### config.mk
export PLATFORM = sky130hd
export DESIGN_NAME = epb_master
export DESIGN_NICKNAME = d
export VERILOG_FILES = /design/src/rtl/epb_pkg.sv /design/src/rtl/epb_delay_cnt.sv /design/src/rtl/epb_master.sv
export SDC_FILE = /design/constraint.sdc
export NUM_CORES = 1
export LEC_CHECK = 0
export ABC_AREA = 1
export CAP_MARGIN = 20
export CORE_MARGIN = 10
export CORE_UTILIZATION = 40
export DETAILED_ROUTE_END_ITERATION = 8
export HOLD_SLACK_MARGIN = 0.05
export PLACE_DENSITY = 0.68
export SYNTH_ARGS = -nofsm -noshare
export SYNTH_HDL_FRONTEND = slang
export SYNTH_SLANG_ARGS = --single-unit
export TNS_END_PERCENT = 100
### constraint.sdc
create_clock -name wb_clk_i -period 3.7 [get_ports wb_clk_i]
set_clock_uncertainty 0.1 [all_clocks]
set_input_delay 0.74 -clock wb_clk_i [delete_from_list [all_inputs] [get_ports wb_clk_i]]
set_output_delay 0.74 -clock wb_clk_i [all_outputs]
set_load 0.02 [all_outputs]
### src/rtl/epb_pkg.sv
// rtl/epb_pkg.sv - shared state encoding, counter widths and constants for the EPB initiator
package epb_pkg;

   localparam logic [2:0] ST_IDLE   = 3'd0;
   localparam logic [2:0] ST_SETUP  = 3'd1;
   localparam logic [2:0] ST_STROBE = 3'd2;
   localparam logic [2:0] ST_HOLD   = 3'd3;
   localparam logic [2:0] ST_DONE   = 3'd4;

   typedef enum logic [2:0] {
      IDLE   = ST_IDLE,
      SETUP  = ST_SETUP,
      STROBE = ST_STROBE,
      HOLD   = ST_HOLD,
      DONE   = ST_DONE
   } state_t;

   localparam logic [7:0] TIMEOUT_RDATA = 8'hFF;
   localparam int         PHASE_CNT_W   = 4;
   localparam int         TMO_CNT_W     = 8;

endpackage

### src/rtl/epb_delay_cnt.sv
// rtl/epb_delay_cnt.sv - loadable down-counter; done marks the last cycle of a loaded interval
module epb_delay_cnt #(
   parameter int W = 4
) (
   input  logic         clk,
   input  logic         rst_n,
   input  logic         load,
   input  logic [W-1:0] load_val,
   input  logic         en,
   output logic         done
);

   logic [W-1:0] cnt;

   always_ff @(posedge clk) begin
      if (!rst_n) begin
         cnt <= '0;
      end else if (load) begin
         cnt <= load_val;
      end else if (en && cnt != '0) begin
         cnt <= cnt - 1'b1;
      end
   end

   // A load of N yields N cycles; done is high during the Nth one.
   assign done = (cnt <= W'(1));

endmodule

### src/rtl/epb_master.sv
// rtl/epb_master.sv - Wishbone slave to EPB initiator, one EPB cycle per Wishbone access
module epb_master
   import epb_pkg::*;
#(
   parameter int ADDR_W    = 6,
   parameter int SETUP_CYC = 1,
   parameter int HOLD_CYC  = 1,
   parameter int TIMEOUT   = 255
) (
   input  logic              wb_clk_i,
   input  logic              wb_rst_n,
   input  logic              wb_cyc_i,
   input  logic              wb_stb_i,
   input  logic              wb_we_i,
   input  logic [ADDR_W-1:0] wb_adr_i,
   input  logic [7:0]        wb_dat_i,
   output logic [7:0]        wb_dat_o,
   output logic              wb_ack_o,
   output logic              wb_err_o,
   output logic              epb_cs_n,
   output logic              epb_oe_n,
   output logic              epb_we_n,
   output logic [ADDR_W-1:0] epb_addr,
   output logic [7:0]        epb_data_o,
   output logic              epb_data_oe,
   input  logic [7:0]        epb_data_i,
   input  logic              epb_rdy_i
);

   state_t                   state, next_state;
   logic                     we_q, err_q;
   logic                     ph_load, ph_done, tmo_load, tmo_done;
   logic [PHASE_CNT_W-1:0]   ph_val;
   logic                     we_nx, busy_nx;

   epb_delay_cnt #(.W(PHASE_CNT_W)) u_phase_cnt (
      .clk      (wb_clk_i),
      .rst_n    (wb_rst_n),
      .load     (ph_load),
      .load_val (ph_val),
      .en       (state == SETUP || state == HOLD),
      .done     (ph_done)
   );

   epb_delay_cnt #(.W(TMO_CNT_W)) u_tmo_cnt (
      .clk      (wb_clk_i),
      .rst_n    (wb_rst_n),
      .load     (tmo_load),
      .load_val (TMO_CNT_W'(TIMEOUT)),
      .en       (state == STROBE),
      .done     (tmo_done)
   );

   always_comb begin
      next_state = state;
      ph_load    = 1'b0;
      ph_val     = PHASE_CNT_W'(SETUP_CYC);
      tmo_load   = 1'b0;
      case (state)
         IDLE: if (wb_cyc_i && wb_stb_i) begin
            next_state = SETUP;
            ph_load    = 1'b1;
         end
         SETUP: if (ph_done) begin
            next_state = STROBE;
            tmo_load   = 1'b1;
         end
         // A ready on the final timeout cycle still wins.
         STROBE: if (epb_rdy_i || tmo_done) begin
            next_state = HOLD;
            ph_load    = 1'b1;
            ph_val     = PHASE_CNT_W'(HOLD_CYC);
         end
         HOLD: if (ph_done) next_state = DONE;
         DONE:    next_state = IDLE;
         default: next_state = IDLE;
      endcase
   end

   assign we_nx   = (state == IDLE) ? wb_we_i : we_q;
   assign busy_nx = (next_state == SETUP) || (next_state == STROBE) || (next_state == HOLD);

   always_ff @(posedge wb_clk_i) begin
      if (!wb_rst_n) begin
         state       <= IDLE;
         we_q        <= 1'b0;
         err_q       <= 1'b0;
         wb_dat_o    <= '0;
         wb_ack_o    <= 1'b0;
         wb_err_o    <= 1'b0;
         epb_cs_n    <= 1'b1;
         epb_oe_n    <= 1'b1;
         epb_we_n    <= 1'b1;
         epb_addr    <= '0;
         epb_data_o  <= '0;
         epb_data_oe <= 1'b0;
      end else begin
         state       <= next_state;
         wb_ack_o    <= 1'b0;
         wb_err_o    <= 1'b0;
         epb_cs_n    <= ~busy_nx;
         epb_oe_n    <= ~(next_state == STROBE && !we_nx);
         epb_we_n    <= ~(next_state == STROBE && we_nx);
         epb_data_oe <= busy_nx && we_nx;
         if (state == IDLE && wb_cyc_i && wb_stb_i) begin
            epb_addr   <= wb_adr_i;
            epb_data_o <= wb_dat_i;
            we_q       <= wb_we_i;
            err_q      <= 1'b0;
         end
         if (state == STROBE && !epb_rdy_i && tmo_done) err_q <= 1'b1;
         if (state == STROBE && !we_q) begin
            if (epb_rdy_i)     wb_dat_o <= epb_data_i;
            else if (tmo_done) wb_dat_o <= TIMEOUT_RDATA;
         end
         // Completion is reported only to a master that still holds the cycle.
         if (state == HOLD && ph_done) begin
            wb_ack_o <= wb_cyc_i & ~err_q;
            wb_err_o <= wb_cyc_i & err_q;
         end
      end
   end

endmodule

==> flow_metrics.env, run 1 <==
export IMPL_status="finished, final reports clean"
export IMPL_worst_pin_slew_ps=566.6
export IMPL_vias=1842
export IMPL_drive_above_1_share=0.07463
export IMPL_critPathLaunchType="input pin"
export IMPL_final_max_slew_viol_count=0
export IMPL_cts_tree="done"
export IMPL_n_antenna_cell=0
export IMPL_path_max_fanout=35
export IMPL_path_clk_slew_ps=90
export IMPL_h_tree_depth=2
export IMPL_yosysWarnings=0
export IMPL_ir_drop_mv=0.2420
export IMPL_dpl_cell_area_sq_um=2636
export IMPL_r2r_end="epb_oe_n$_SDFF_PN1_"
export IMPL_clk_latency_ps=300
export IMPL_synth_seq_cells=45
export IMPL_vias_per_cell=4.582
export IMPL_grt_ovfl_total=0
export IMPL_p_leak_uw=0.001137
export IMPL_finalCritPeriodShare=0.5691
export IMPL_routabilityCongestion=0.7869
export IMPL_hold_buffers=0
export IMPL_port_buffers=55
export IMPL_critPathSlowestCell="clkdlybuf4s50_1"
export IMPL_hold_violations=0
export IMPL_synthesis_nets=313
export IMPL_rows=25
export IMPL_worstPathArrival_ps=2180
export IMPL_ant_nets=0
export IMPL_cts_root_buf="clkbuf_8"
export IMPL_cts_sinks=45
export IMPL_grt_pass1_wl_um=7817
export IMPL_yosysUniqueCellTypes=26
export IMPL_die_area_sq_um=8335
export IMPL_hp_class="reg2reg"
export IMPL_crit_chain="clkdlybuf4s50_1, nand3_2, o21ai_0, a21oi_1"
export IMPL_die_x_um=91.30
export IMPL_grt_pass1_vias=1720
export IMPL_crit_start="wb_cyc_i"
export IMPL_final_area_sq_um=2726
export IMPL_finalSetupViolCount=0
export IMPL_start_util=0.4221
export IMPL_core_area_sq_um=4817
export IMPL_reg2reg_setup_slack_ps=1860
export IMPL_fin_nets=367
export IMPL_die_y_um=91.30
export IMPL_finalCriticalPeriod_ps=2106
export IMPL_post_cts_buffers=0
export IMPL_setup_tns_ps=0
export IMPL_grt_use_total=0.1112
export IMPL_critical_path_endpoint="epb_data_o[0]$_SDFFE_PN0P_"
export IMPL_wire_per_inst_um=11.76
export IMPL_detail_route_first_pass_iterations=4
export IMPL_syn_area_sq_um=2033
export IMPL_syn_to_final_growth_pct=34.09
export IMPL_dp_hpwl_um=3604
export IMPL_powerDensity_nw_per_um2=536.6
export IMPL_seq_area_frac_synth=0.4431
export IMPL_cp_end_kind="flip-flop"
export IMPL_relSlewSlack=0.6218
export IMPL_synthCells=280
export IMPL_cts_buffers=5
export IMPL_totalWireLength_um=4727
export IMPL_slowest_delay_ps=510
export IMPL_cts_buffer_depth=2
export IMPL_antenna_found_initial=0
export IMPL_crit_type="in2reg"
export IMPL_r2r_cells=10
export IMPL_r2r_start="u_tmo_cnt.cnt[0]$_SDFFE_PN0P_"
export IMPL_maxCapViolCount=0
export IMPL_grt_max_degree=36
export IMPL_rsz0062_at_grt="no"
export IMPL_drt_initial_drc_count=53
export IMPL_max_freq_mhz=474.9
export IMPL_ios=56
export IMPL_post_route_drc_count=0
export IMPL_synth_avg_cell_area_sq_um=7.261
export IMPL_cp_required_ps=3770
export IMPL_cts_resized=0
how the worst min path moves through the flow:
| stage | cells after the start | endpoint | startpoint |
|---|---|---|---|
| after floorplan | 1 | wb_ack_o$_SDFF_PN0_ | err_q$_SDFFE_PN0P_ |
| after global placement | 1 | wb_ack_o$_SDFF_PN0_ | err_q$_SDFFE_PN0P_ |
| after detailed placement | 1 | wb_ack_o$_SDFF_PN0_ | err_q$_SDFFE_PN0P_ |
| after CTS | 1 | wb_ack_o$_SDFF_PN0_ | err_q$_SDFFE_PN0P_ |
| after global routing | 2 | wb_err_o$_SDFF_PN0_ | err_q$_SDFFE_PN0P_ |
| final | 1 | wb_ack_o$_SDFF_PN0_ | err_q$_SDFFE_PN0P_ |
Yosys cell counts, drive strengths merged:
cell	n	area [sq um]
a21oi	33	165.2
a31oi	1	6.260
buf	5	23.77
clkbuf	4	15.01
dfxtp	45	900.9
ha	5	62.56
inv	59	221.5
nand2	46	187.7
nand3	14	75.07
nand3b	1	7.510
nand4	14	87.58
nor2	25	111.4
nor3	2	15.01
nor4	1	12.51
o21ai	20	100.1
or2	1	6.260
xor2	4	35.03
flip-flops by register name (all words and copies together), names as in the netlist:
name / count
epb_we_n: 1
u_tmo_cnt.cnt: 8
we_q: 1
epb_cs_n: 1
err_q: 1
wb_dat_o: 8
epb_addr: 6
epb_data_oe: 1
wb_err_o: 1
state: 3
epb_data_o: 8
epb_oe_n: 1
u_phase_cnt.cnt: 4
wb_ack_o: 1
cells in the final DEF, fill, tap and decap left out, types with 2 or more instances in the layout:
cell,Yosys,final
clkdlybuf4s50_1,0,55
dfxtp_1,45,45
inv_1,53,53
nand2_1,42,42
a21oi_1,33,33
nor2_4,2,2
nand3_1,13,13
ha_1,5,5
clkbuf_8,0,5
o21ai_1,3,3
inv_2,6,6
nand4_1,14,14
xor2_1,4,4
nand2_2,3,3
nor2_1,22,22
o21ai_0,17,17
area by class of cell:
| class | instances | area (sq um) |
|---|---|---|
| repair buffers | 56 | 558.0 |
| well taps | 67 | 83.83 |
| clock buffers | 5 | 68.82 |
| fillers | 490 | 2091 |
| inverters | 59 | 221.5 |
| flip-flops and latches | 45 | 900.9 |
| clock inverters | 3 | 21.27 |
| multi-input cells | 167 | 872.1 |
metal layers:
| metal | wire length (um) | global-route usage | vias up |
|---|---|---|---|
| li1 | - | - | 991 |
| met4 | 32 | 0.02742 | 0 |
| met2 | 2103 | 0.1718 | 48 |
| met1 | 2167 | 0.1334 | 798 |
| met3 | 424 | 0.05761 | 5 |
| met5 | 0 | 0 | - |
cell families (layout without fill, tap and decap cells):
logic type,after synthesis,count (layout),synth area share
and+or+nand+nor,104,104,0.2474
adders and majority gates,5,5,0.03077
DFF,45,45,0.4431
AOI/OAI and AO/OA,54,54,0.1335
buffers and inverters,68,123,0.1280
xor gates and xnor gates,4,4,0.01723
per-stage QoR:
| step | setup slack (ps) | utilization | instances | total power, uW | hold slack (ps) |
|---|---|---|---|---|---|
| after floorplan | 2057 | - | 280 | 999.1 | 312.3 |
| after global placement | 1323 | 0.5473 | 394 | 1164 | 324.6 |
| after detailed placement | 1261 | 0.5473 | 394 | 1169 | 321.8 |
| after CTS | 1574 | 0.5660 | 402 | 1480 | 325.5 |
| after global routing | 1420 | 0.5660 | 402 | 1577 | 363.4 |
| final | 1594 | 0.5660 | 402 | 1463 | 321.2 |
where the power goes:
part	switching, uW	leakage, uW	internal (uW)	total [uW]
clock network	171	0.0000445	134	305
registers	45.8	0.000368	552	598
logic	333	0.000725	227	560
total	549	0.00114	914	1460
worst max-delay path, delay by kind of cell:
family | cells | cell delay, ps
AOI/OAI and AO/OA | 2 | 460
buffers and inverters | 1 | 510
and+or+nand+nor | 1 | 460
Note: power is estimated with default switching activity, not from simulation.
==> run 2, diff against run 1 <==
--- a/config.mk
+++ b/config.mk
@@ -11,7 +11,7 @@
 export CORE_UTILIZATION = 40
 export DETAILED_ROUTE_END_ITERATION = 8
 export HOLD_SLACK_MARGIN = 0.05
-export PLACE_DENSITY = 0.68
+export PLACE_DENSITY = 0.71
 export SYNTH_ARGS = -nofsm -noshare
 export SYNTH_HDL_FRONTEND = slang
 export SYNTH_SLANG_ARGS = --single-unit
==> constraint.sdc (replaced) <==
create_clock -name wb_clk_i -period 1.7 [get_ports wb_clk_i]
set_clock_uncertainty 0.1 [all_clocks]
set_input_delay 0.34 -clock wb_clk_i [delete_from_list [all_inputs] [get_ports wb_clk_i]]
set_output_delay 0.34 -clock wb_clk_i [all_outputs]
set_load 0.02 [all_outputs]
==> run 2 against run 1 <==
Net effect:
- core utilization is 3.2 points higher
- critical path depth is 6 higher
- combinational power is 140% higher
- first-iteration DRC count is 1.9% higher
- cell area is 5.6% higher
- cell count is 3.0% higher
- highest routed layer unchanged
==> flow_metrics.env, run 2 (same netlist as run 1, synthesis figures left out) <==
export IMPL_crit_start="u_tmo_cnt.cnt[1]$_SDFFE_PN0P_"
export IMPL_r2r_start="u_tmo_cnt.cnt[1]$_SDFFE_PN0P_"
export IMPL_worstPathArrival_ps=1680
export IMPL_die_y_um=91.30
export IMPL_ir_drop_mv=0.4747
export IMPL_start_util=0.4221
export IMPL_cts_tree="done"
export IMPL_fillers=469
export IMPL_layout_common_cells="inv_1, dfxtp_1, nand2_1, a21oi_1, clkdlybuf4s50_1"
export IMPL_cts_sinks=45
export IMPL_worst_pin_slew_ps=415.3
export IMPL_die_area_sq_um=8335
export IMPL_finalCriticalPeriod_ps=1594
export IMPL_grt_max_degree=36
export IMPL_fin_nets=379
export IMPL_hp_class="reg2reg"
export IMPL_power_uw=3440
export IMPL_routabilityCongestion=0.8491
export IMPL_wire_per_inst_um=11.86
export IMPL_cts_root_buf="clkbuf_8"
export IMPL_hold_violations=0
export IMPL_p_sw_frac=0.3598
export IMPL_grt_ovfl_total=0
export IMPL_antenna_found_initial=0
export IMPL_grt_pass1_vias=1886
export IMPL_syn_to_final_growth_pct=41.66
export IMPL_cp_required_ps=1790
export IMPL_grt_pass1_wl_um=8459
export IMPL_internal_power_uw=2202
export IMPL_cts_buffer_depth=2
export IMPL_clk_latency_ps=300
export IMPL_p_leak_uw=0.001413
export IMPL_reg2reg_setup_slack_ps=110
export IMPL_post_route_drc_count=0
export IMPL_dp_hpwl_um=3732
export IMPL_final_common_cell="inv_1"
export IMPL_max_freq_mhz=627.4
export IMPL_crit_chain="inv_1, ha_1, nor2_1, nor2_1, nand2_1, nand2_2, nand2_2, nand3_1, nor2_2, nand3b_1"
export IMPL_powerDensity_nw_per_um2=1194
export IMPL_p_seq_frac=0.378
export IMPL_combPwrFrac=0.384
export IMPL_drt_initial_drc_count=54
export IMPL_finalCritPeriodShare=0.9375
export IMPL_r2r_cells=10
export IMPL_clockPowerShare=0.238
export IMPL_status="finished, final reports clean"
export IMPL_crit_type="reg2reg"
export IMPL_port_buffers=55
export IMPL_path_max_fanout=4
export IMPL_detail_route_first_pass_iterations=4
export IMPL_holdWs_ps=341.7
export IMPL_cts_buffers=5
export IMPL_critPathLaunchType="flip-flop"
export IMPL_finalSetupViolCount=0
export IMPL_totalWireLength_um=4908
export IMPL_final_max_slew_viol_count=0
export IMPL_vias_per_cell=4.609
export IMPL_grt_use_total=0.1210
export IMPL_r2r_end="epb_we_n$_SDFF_PN1_"
export IMPL_cp_end_kind="flip-flop"
export IMPL_ant_nets=0
export IMPL_vias=1908
export IMPL_die_x_um=91.30
export IMPL_slowest_delay_ps=350
export IMPL_top_regs="epb_data_o: 8 flops, u_tmo_cnt.cnt: 8 flops, wb_dat_o: 8 flops"
export IMPL_path_clk_slew_ps=90
export IMPL_critPathSlowestCell="dfxtp_2"
export IMPL_maxCapViolCount=0
export IMPL_relSlewSlack=0.7210
export IMPL_critical_path_endpoint="epb_we_n$_SDFF_PN1_"
export IMPL_p_sw_uw=1237
export IMPL_core_area_sq_um=4817
export IMPL_drive_above_1_share=0.1297
export IMPL_ios=56
export IMPL_rows=25
export IMPL_h_tree_depth=2
export IMPL_n_antenna_cell=0
## run 2: cell types whose count changed in the layout (fill, tap and decap cells not counted), sizes merged
| cell | before | now |
|---|---|---|
| inv | 60 | 59 |
| dlygate4sd2 | 0 | 20 |
| clkinvlp | 1 | 0 |
| bufinv | 0 | 1 |
| dlymetal6s2s | 0 | 8 |
| clkdlybuf4s50 | 55 | 27 |
| buf | 1 | 13 |
| clkbuf | 5 | 6 |
## run 2: final cells by class
cell class,count,area [sq um],area share
inverter,59,224.0,0.07776
clock buffer,6,72.57,0.02520
tap,67,83.83,0.02911
timing repair buffer,68,655.6,0.2276
sequential,45,903.4,0.3136
multi-input combinational,167,902.1,0.3132
clock inverter,2,38.79,0.01347
## run 2: layer usage
layer / GRT usage / vias up / routed length (um)
li1: - / 1016 / -
met1: 0.1323 / 842 / 2059
met2: 0.1999 / 42 / 2323
met3: 0.06420 / 8 / 451
met4: 0.03394 / 0 / 74
met5: 0 / - / 0
## run 2: how the worst min path moves through the flow
stage                                      end  slack [ps]                        from  cells after the start
finish              epb_data_o[2]$_SDFFE_PN0P_         340  epb_data_o[2]$_SDFFE_PN0P_                      2
global route          epb_addr[3]$_SDFFE_PN0P_         370    epb_addr[3]$_SDFFE_PN0P_                      2
CTS                   wb_dat_o[1]$_SDFFE_PN0P_         350    wb_dat_o[1]$_SDFFE_PN0P_                      2
detailed placement    wb_dat_o[6]$_SDFFE_PN0P_         330    wb_dat_o[6]$_SDFFE_PN0P_                      2
global placement    epb_data_o[6]$_SDFFE_PN0P_         330  epb_data_o[6]$_SDFFE_PN0P_                      2
floorplan                  wb_ack_o$_SDFF_PN0_         310          err_q$_SDFFE_PN0P_                      1
## run 2: what timing repair did
item / CTS / global route
buffers inserted: 0 / 1
pin swaps: 0 / 1
hold buffers: 0 / 0
endpoints found under the setup margin: 20 / 28
gates resized for setup: 20 / 19
## run 2: critical path: cells and delay by family, from the launching register on
kind | cells | cell delay (ps)
buffers and inverters | 1 | 90
adder cells (fa/ha/maj) | 1 | 200
flip-flops | 1 | 350
AND/OR/NAND/NOR | 8 | 730
## run 2: per-stage QoR
step | setup WS [ps] | util | instances | setup TNS (ps) | area (sq um)
2_1_floorplan | 152.2 | - | 280 | 0 | 2033
3_3_place_gp | 71.20 | 0.5670 | 405 | 0 | 2731
3_5_place_dp | 48.14 | 0.5670 | 405 | 0 | 2731
4_1_cts | 1.641 | 0.5849 | 413 | 0 | 2818
5_1_grt | -34.02 | 0.5979 | 414 | -64.11 | 2880
6_report | 106.2 | 0.5979 | 414 | 0 | 2880
## run 2: power by group through the flow
stage	logic, uW	registers, uW	clock network, uW
2_1_floorplan	775	1400	0
3_3_place_gp	1290	1320	0
3_5_place_dp	1310	1320	0
4_1_cts	1280	1300	845
5_1_grt	1510	1320	893
6_report	1320	1300	817
==> run 3, diff against run 2 <==
--- a/config.mk
+++ b/config.mk
@@ -11,7 +11,7 @@
 export CORE_UTILIZATION = 40
 export DETAILED_ROUTE_END_ITERATION = 8
 export HOLD_SLACK_MARGIN = 0.05
-export PLACE_DENSITY = 0.71
+export PLACE_DENSITY = 0.73
 export SYNTH_ARGS = -nofsm -noshare
 export SYNTH_HDL_FRONTEND = slang
 export SYNTH_SLANG_ARGS = --single-unit
==> run 3 against run 2 <==
Net effect:
- maximum frequency fell by 3.0%
- sequential power barely moved
- total power rose by 0.67%
- sequential cell count is the same
- hold slack better by 2.8 ps
- combinational power rose by 3%
==> flow_metrics.env, run 3 (same netlist as run 1, synthesis figures left out) <==
export IMPL_r2r_cells=10
export IMPL_worstPathArrival_ps=1200
export IMPL_vias=1888
export IMPL_h_tree_depth=2
export IMPL_path_clk_slew_ps=90
export IMPL_cts_tree="done"
export IMPL_cts_buffer_depth=2
export IMPL_ant_nets=0
export IMPL_die_x_um=91.30
export IMPL_ir_drop_mv=0.4324
export IMPL_cts_sinks=45
export IMPL_powerDensity_nw_per_um2=1196
export IMPL_crit_family="buffers and inverters"
export IMPL_worst_pin_slew_ps=439.0
export IMPL_cp_depth=1
export IMPL_status="finished, final reports clean"
export IMPL_core_area_sq_um=4817
export IMPL_hold_violations=0
export IMPL_totalWireLength_um=5032
export IMPL_worst_slack_ps=57.02
export IMPL_drt_initial_drc_count=65
export IMPL_holdWs_ps=344.5
export IMPL_final_max_slew_viol_count=0
export IMPL_final_common_cell="inv_1"
export IMPL_cp_end_kind="output pin"
export IMPL_grt_pass1_wl_um=8528
export IMPL_post_place_ws_ps=5.613
export IMPL_n_antenna_cell=0
export IMPL_dp_hpwl_um=3754
export IMPL_ios=56
export IMPL_p_leak_uw=0.001462
export IMPL_fin_util=0.6008
export IMPL_path_max_fanout=1
export IMPL_fin_nets=380
export IMPL_stdcell_count=415
export IMPL_clk_latency_ps=290
export IMPL_post_route_drc_count=0
export IMPL_finalCriticalPeriod_ps=1643
export IMPL_min_delay_start="wb_dat_o[2]$_SDFFE_PN0P_"
export IMPL_cts_buffers=5
export IMPL_drive_above_1_share=0.1322
export IMPL_wire_per_inst_um=12.13
export IMPL_hold_depth=2
export IMPL_grt_ovfl_total=0
export IMPL_slowest_delay_ps=600
export IMPL_rows=25
export IMPL_grt_use_total=0.1207
export IMPL_detail_route_first_pass_iterations=4
export IMPL_hp_class="reg2reg"
export IMPL_relSlewSlack=0.7051
export IMPL_cp_required_ps=1260
export IMPL_critPathSlowestCell="clkdlybuf4s50_1"
export IMPL_port_buffers=55
export IMPL_vias_per_cell=4.549
export IMPL_syn_to_final_growth_pct=42.34
export IMPL_start_util=0.4221
export IMPL_antenna_found_initial=0
export IMPL_placedCellCount=406
export IMPL_crit_chain="clkdlybuf4s50_1"
export IMPL_grt_pass1_vias=1907
export IMPL_cts_root_buf="clkbuf_8"
export IMPL_top_regs="epb_data_o: 8 flops, u_tmo_cnt.cnt: 8 flops, wb_dat_o: 8 flops"
export IMPL_layout_common_cells="inv_1, dfxtp_1, nand2_1, a21oi_1, clkdlybuf4s50_1"
export IMPL_die_area_sq_um=8335
export IMPL_crit_start="wb_ack_o$_SDFF_PN0_"
export IMPL_r2r_start="u_tmo_cnt.cnt[0]$_SDFFE_PN0P_"
export IMPL_maxCapViolCount=0
export IMPL_critPathLaunchType="flip-flop"
export IMPL_worst_path_buf_inv=1
export IMPL_grt_max_degree=27
export IMPL_fillers=473
export IMPL_crit_type="reg2out"
export IMPL_finalSetupViolCount=0
export IMPL_max_freq_mhz=608.7
export IMPL_routabilityCongestion=0.8504
export IMPL_die_y_um=91.30
export IMPL_finalCritPeriodShare=0.9665
run 3: where the power goes:
part	switching (uW)	internal (uW)
clock	364	441
sequential	93.9	1200
combinational	786	573
total	1240	2220
run 3: routing by layer:
metal | vias up | wire (um) | global-route usage | share of wire
met4 | 0 | 0 | 0.01567 | 0
met1 | 835 | 2280 | 0.1377 | 0.45
met2 | 42 | 2370 | 0.1981 | 0.47
met5 | - | 0 | 0 | 0
met3 | 0 | 381 | 0.06749 | 0.076
li1 | 1011 | - | - | -
run 3: final timing paths:
path	endpoint	slack, ps
max	wb_ack_o	60
min	wb_dat_o[2]$_SDFFE_PN0P_	340
max reg2reg	epb_oe_n$_SDFF_PN1_	130
min reg2reg	wb_dat_o[2]$_SDFFE_PN0P_	340
run 3: through the flow:
stage	setup TNS (ps)	area, sq um	power [uW]
2_1_floorplan	0	2033	2175
3_3_place_gp	0	2726	2623
3_5_place_dp	0	2726	2648
4_1_cts	0	2824	3457
5_1_grt	-11.76	2894	3727
6_report	0	2894	3463
run 3: cell type report:
type,count,area (sq um),share of cell area
Sequential cell,45,903.4,0.3121
Timing Repair Buffer,69,679.4,0.2348
Clock inverter,2,38.79,0.01340
Clock buffer,6,72.57,0.02508
Multi-Input combinational cell,167,892.1,0.3083
Tap cell,67,83.83,0.02897
Inverter,59,224.0,0.07739
run 3: what timing repair did:
action / CTS / global route
gates resized for setup: 11 / 26
hold buffers: 0 / 0
pin swaps: 0 / 1
setup buffers: 0 / 1
endpoints found under the setup margin: 11 / 37
